## config.mk

```make
export PLATFORM = sky130hd
export DESIGN_NAME = pipelined_adder
export DESIGN_NICKNAME = d
export VERILOG_FILES = /design/src/rtl/adder_pkg.sv /design/src/rtl/adder_stage.sv /design/src/rtl/pipelined_adder.sv
export SDC_FILE = /design/constraint.sdc
export NUM_CORES = 1
export LEC_CHECK = 0
export ABC_AREA = 1
export ABC_CLOCK_PERIOD_IN_PS = 1500
export CORE_ASPECT_RATIO = 2
export CORE_MARGIN = 10
export CORE_UTILIZATION = 50
export DETAILED_ROUTE_END_ITERATION = 10
export GPL_TIMING_DRIVEN = 0
export PLACE_DENSITY = 0.73
export SLEW_MARGIN = 20
export SYNTH_ARGS = -nofsm -noshare
export SYNTH_HDL_FRONTEND = slang
export SYNTH_HIERARCHICAL = 1
export SYNTH_SLANG_ARGS = --single-unit
```

## constraint.sdc

```tcl
create_clock -name clk -period 1.5 [get_ports clk]
set_input_delay 0.3 -clock clk [delete_from_list [all_inputs] [get_ports clk]]
set_output_delay 0.3 -clock clk [all_outputs]
set_load 0.01 [all_outputs]
```

## src/rtl/adder_pkg.sv

```systemverilog
// Shared constants and elaboration helpers for the pipelined adder/subtractor.
package adder_pkg;

  // Subtraction is a + ~b + 1, so the carry into the LSB chunk is forced high.
  localparam logic SUB_CIN = 1'b1;

  function automatic int calc_cw(input int width, input int stages);
    return (stages > 0) ? (width / stages) : 0;
  endfunction

  function automatic bit params_legal(input int width, input int stages);
    return (width >= 1) && (stages >= 1) && ((width % stages) == 0);
  endfunction

endpackage

```

## src/rtl/adder_stage.sv

```systemverilog
// One registered CW-bit slice of the carry chain; low result bits and the
// still-unprocessed operand bits travel along with the slice carry.
module adder_stage
  import adder_pkg::*;
#(
  parameter int WIDTH = 30,
  parameter int CW    = 10,
  parameter int IDX   = 0
) (
  input  logic             clk,
  input  logic             rst_n,
  input  logic             in_valid,
  output logic             in_ready,
  input  logic             in_carry,
  input  logic [WIDTH-1:0] in_sum,
  input  logic [WIDTH-1:0] in_a,
  input  logic [WIDTH-1:0] in_b,
  output logic             out_valid,
  input  logic             out_ready,
  output logic             out_carry,
  output logic [WIDTH-1:0] out_sum,
  output logic [WIDTH-1:0] out_a,
  output logic [WIDTH-1:0] out_b
);

  localparam int LO = IDX * CW;

  logic [CW:0]      chunk;
  logic [WIDTH-1:0] next_sum;
  logic             valid_q;
  logic             carry_q;
  logic [WIDTH-1:0] sum_q;
  logic [WIDTH-1:0] a_q;
  logic [WIDTH-1:0] b_q;

  assign chunk = {1'b0, in_a[LO +: CW]} + {1'b0, in_b[LO +: CW]} + {{CW{1'b0}}, in_carry};

  // NOTE: every variable assigned in always_comb gets a full default first,
  // so no path can leave it unassigned and infer a latch.
  always_comb begin
    next_sum           = in_sum;
    next_sum[LO +: CW] = chunk[CW-1:0];
  end

  // A slot can take new data when it is empty or its occupant leaves this cycle.
  assign in_ready = !valid_q || out_ready;

  // NOTE: data registers are reset too, not just the valid bit, because the
  // result and flags are visible on the outputs and must read zero in reset.
  always_ff @(posedge clk or negedge rst_n) begin
    if (!rst_n) begin
      valid_q <= 1'b0;
      carry_q <= 1'b0;
      sum_q   <= '0;
      a_q     <= '0;
      b_q     <= '0;
    end else if (in_ready) begin
      // NOTE: non-blocking assignments keep every register sampling the
      // pre-edge values, independent of statement order.
      valid_q <= in_valid;
      if (in_valid) begin
        carry_q <= chunk[CW];
        sum_q   <= next_sum;
        a_q     <= in_a;
        b_q     <= in_b;
      end
    end
  end

  assign out_valid = valid_q;
  assign out_carry = carry_q;
  assign out_sum   = sum_q;
  assign out_a     = a_q;
  assign out_b     = b_q;

endmodule

```

## src/rtl/pipelined_adder.sv

```systemverilog
// Pipelined two's-complement adder/subtractor: STAGES chunk adders in a
// valid/ready chain, with b inversion up front and flags from the last stage.
module pipelined_adder
  import adder_pkg::*;
#(
  parameter int WIDTH  = 30,
  parameter int STAGES = 3
) (
  input  logic             clk,
  input  logic             rst_n,
  input  logic             in_valid,
  output logic             in_ready,
  input  logic [WIDTH-1:0] a,
  input  logic [WIDTH-1:0] b,
  input  logic             cin,
  input  logic             sub,
  output logic             out_valid,
  input  logic             out_ready,
  output logic [WIDTH-1:0] sum,
  output logic             cout,
  output logic             ovf
);

  localparam int CW = calc_cw(WIDTH, STAGES);

  if (!params_legal(WIDTH, STAGES)) begin : g_param_check
    $error("pipelined_adder: WIDTH must be >= 1, STAGES >= 1 and WIDTH divisible by STAGES");
  end

  // Index k is the input side of stage k; index STAGES is the output side.
  logic             valid_w [STAGES+1];
  logic             ready_w [STAGES+1];
  logic             carry_w [STAGES+1];
  logic [WIDTH-1:0] sum_w   [STAGES+1];
  logic [WIDTH-1:0] a_w     [STAGES+1];
  logic [WIDTH-1:0] b_w     [STAGES+1];

  assign valid_w[0]      = in_valid;
  assign carry_w[0]      = sub ? SUB_CIN : cin;
  assign sum_w[0]        = '0;
  assign a_w[0]          = a;
  assign b_w[0]          = sub ? ~b : b;
  assign ready_w[STAGES] = out_ready;
  assign in_ready        = ready_w[0];

  for (genvar k = 0; k < STAGES; k++) begin : g_stage
    adder_stage #(
      .WIDTH (WIDTH),
      .CW    (CW),
      .IDX   (k)
    ) u_stage (
      .clk       (clk),
      .rst_n     (rst_n),
      .in_valid  (valid_w[k]),
      .in_ready  (ready_w[k]),
      .in_carry  (carry_w[k]),
      .in_sum    (sum_w[k]),
      .in_a      (a_w[k]),
      .in_b      (b_w[k]),
      .out_valid (valid_w[k+1]),
      .out_ready (ready_w[k+1]),
      .out_carry (carry_w[k+1]),
      .out_sum   (sum_w[k+1]),
      .out_a     (a_w[k+1]),
      .out_b     (b_w[k+1])
    );
  end

  assign out_valid = valid_w[STAGES];
  assign sum       = sum_w[STAGES];
  assign cout      = carry_w[STAGES];
  // Operands of equal sign producing a result of the other sign.
  assign ovf = (a_w[STAGES][WIDTH-1] == b_w[STAGES][WIDTH-1]) &&
               (sum_w[STAGES][WIDTH-1] != a_w[STAGES][WIDTH-1]);

  // Only the operand MSBs are needed past the last stage.
  logic unused_ops;
  assign unused_ops = ^{a_w[STAGES], b_w[STAGES]};

endmodule

```

==> results.sh <==
export IMPL_status="finished, violations left"
export IMPL_failed_checks="setup timing"
export IMPL_clkTransAtPathRegs_ns=0.06
export IMPL_syn_inst=854
export IMPL_die_x_um=103
export IMPL_fmax_mhz=590
export IMPL_syn_avg_cell_area_um2=8.00
export IMPL_hp_start="sub"
export IMPL_startpoint="sub"
export IMPL_ios=100
export IMPL_leakage_nw=5.05
export IMPL_wl_per_cell_um=15.9
export IMPL_utilization_pct=72.0
export IMPL_wl_um=18800
export IMPL_layout_nets=1111
export IMPL_combPwrFrac_pct=40.9
export IMPL_drtIter0Drc=329
export IMPL_core_area_um2=13400
export IMPL_clkSinkCount=128
export IMPL_cts_buffer_depth=2
export IMPL_via_per_inst=5.07
export IMPL_hold_path_class="in -> reg"
export IMPL_synthToLayoutAreaGrowth_pct=41.6
export IMPL_final_cell_mix="411 x nand2_1, 128 x dfrtp_1, 52 x clkdlybuf4s50_1"
export IMPL_irDropWorstVdd_v=0.00113
export IMPL_grt_use_total_pct=18.1
export IMPL_crit_arrival_ns=2.00
export IMPL_finalHoldViolCount=0
export IMPL_fin_cells=1180
export IMPL_internal_power_mw=10.5
export IMPL_place_ws_ns=-0.841
export IMPL_rsz0062_at_grt="yes"
export IMPL_io_buffers=98
export IMPL_crit_type="in -> reg"
export IMPL_gp_congestion=0.902
export IMPL_maxSlewViolCount=0
export IMPL_dieArea_um2=19000
export IMPL_cts_tree="done"
export IMPL_drtAntennaViolNets=0
export IMPL_reg2reg_from="g_stage[0].u_stage/out_b[10]"
export IMPL_endpoint_kind="flop"
export IMPL_p_sw_share_pct=36.4
export IMPL_placed_cell_area_um2=8080
export IMPL_period_share_pct=113
export IMPL_cp_required_ns=1.81
export IMPL_period_minus_slack_ns=1.70
export IMPL_tns_ns=-3.12
export IMPL_die_y_um=185
export IMPL_layout_commonest_cell="nand2_1"
export IMPL_cts_max_level=4
export IMPL_placedCellCount=1108
export IMPL_grt_pass1_vias=5825
export IMPL_design_area_um2=9680
export IMPL_ys_warn_count=6
export IMPL_cp_max_fo=3
export IMPL_firstDrtPassIters=6
export IMPL_powerDensity_nw_per_um2=1710
export IMPL_cts_root_buffer="clkbuf_16"
export IMPL_hpwl_um=11900
export IMPL_gr_total_overflow=0
export IMPL_finClkSkew_ns=0.00656
export IMPL_grt_max_degree=67
export IMPL_drive_gt1_share_pct=23.6
export IMPL_grt_pass1_wl_um=27000
export IMPL_start_kind="input port"
export IMPL_vias=5983
export IMPL_maxSlewHeadroom_pct=59.8
export IMPL_initial_core_util_pct=50.9
export IMPL_num_rows=60
export IMPL_antenna_found_initial=0
export IMPL_p_switching_mw=6.02
export IMPL_setup_violations=28
export IMPL_drcViolationCount=0
export IMPL_finalWorstSetupSlack_ns=-0.196
export IMPL_diodes=0
export IMPL_syn_nets=953
export IMPL_clock_latency_ns=0.42
export IMPL_maxCapViolCount=0
export IMPL_syn_cell_area_um2=6830
export IMPL_tightest_slew_ns=0.604
export IMPL_clock_power_share_pct=26.6
export IMPL_cts_buffers=17
export IMPL_seq_power_share_pct=32.4
==> power groups by stage <==
stage | Clock, mW | Sequential [mW] | Combinational, mW
after floorplan | 0 | 5.38 | 3.40
after global placement | 0 | 5.29 | 5.43
after detailed placement | 0 | 5.33 | 5.53
after CTS | 4.46 | 5.32 | 5.77
after global routing | 4.63 | 5.51 | 7.44
final | 4.41 | 5.37 | 6.78
==> what timing repair did <==
item                       4_1_cts  5_1_grt
hold buffers                     1        0
pin swaps                       47       53
hold endpoints to repair        62        0
gates resized for setup         95      101
buffers inserted                16       24
gates cloned                     0        0
setup endpoints to repair       70       66
==> flip-flops by register name (all words and copies together), names as in the netlist <==
name	count
g_stage.u_stage/out_sum	60
g_stage.u_stage/out_a	31
g_stage.u_stage/out_b	31
g_stage.u_stage/out_carry	3
g_stage.u_stage/out_valid	3
==> final timing paths <==
path | end | slack [ns] | cells past startpoint
worst min-delay path | g_stage[0].u_stage/out_b[13] | 0.39 | 6
min in group asynchronous | g_stage[0].u_stage/out_sum[1] | 0.45 | 2
worst min register to register | g_stage[1].u_stage/out_sum[6] | 0.46 | 2
worst max-delay path | g_stage[0].u_stage/out_sum[6] | -0.20 | 12
max in group asynchronous | g_stage[2].u_stage/out_sum[23] | 0.28 | 3
worst max register to register | g_stage[1].u_stage/out_sum[15] | -0.19 | 9
==> final cells by class <==
| class | count | area [um2] |
|---|---|---|
| Multi-Input combinational cell | 638 | 3800 |
| Fill cell | 936 | 3760 |
| Sequential cell | 128 | 3200 |
| Timing Repair Buffer | 139 | 1300 |
| Clock buffer | 19 | 453 |
| Buffer | 43 | 368 |
| Tap cell | 155 | 194 |
| Clock inverter | 13 | 185 |
| Inverter | 45 | 169 |
==> metal layers <==
layer	part of all wire (%)	up-vias	global-route usage [%]
met3	4.5	62	4.22
met4	4.6	0	8.85
met5	0	-	0
li1	-	2941	-
met2	54	212	32.8
met1	37	2768	18.5
==> worst max-delay path, stage by stage <==
cell	delay, ns
buf_12	0.10
buf_12	0.12
xor2_2	0.17
fa_2	0.27
inv_2	0.05
fa_2	0.39
o21ai_4	0.21
nand2_2	0.09
nand2_1	0.08
nand2_1	0.07
nand3_1	0.08
nand2_1	0.06
==> per-stage QoR <==
step	power, mW	hold WS, ns
2_1_floorplan	8.78	0.00441
3_3_place_gp	10.7	0.450
3_5_place_dp	10.9	0.319
4_1_cts	15.5	0.402
5_1_grt	17.6	0.405
6_report	16.6	0.395
Note: power is estimated with default switching activity, not from simulation.
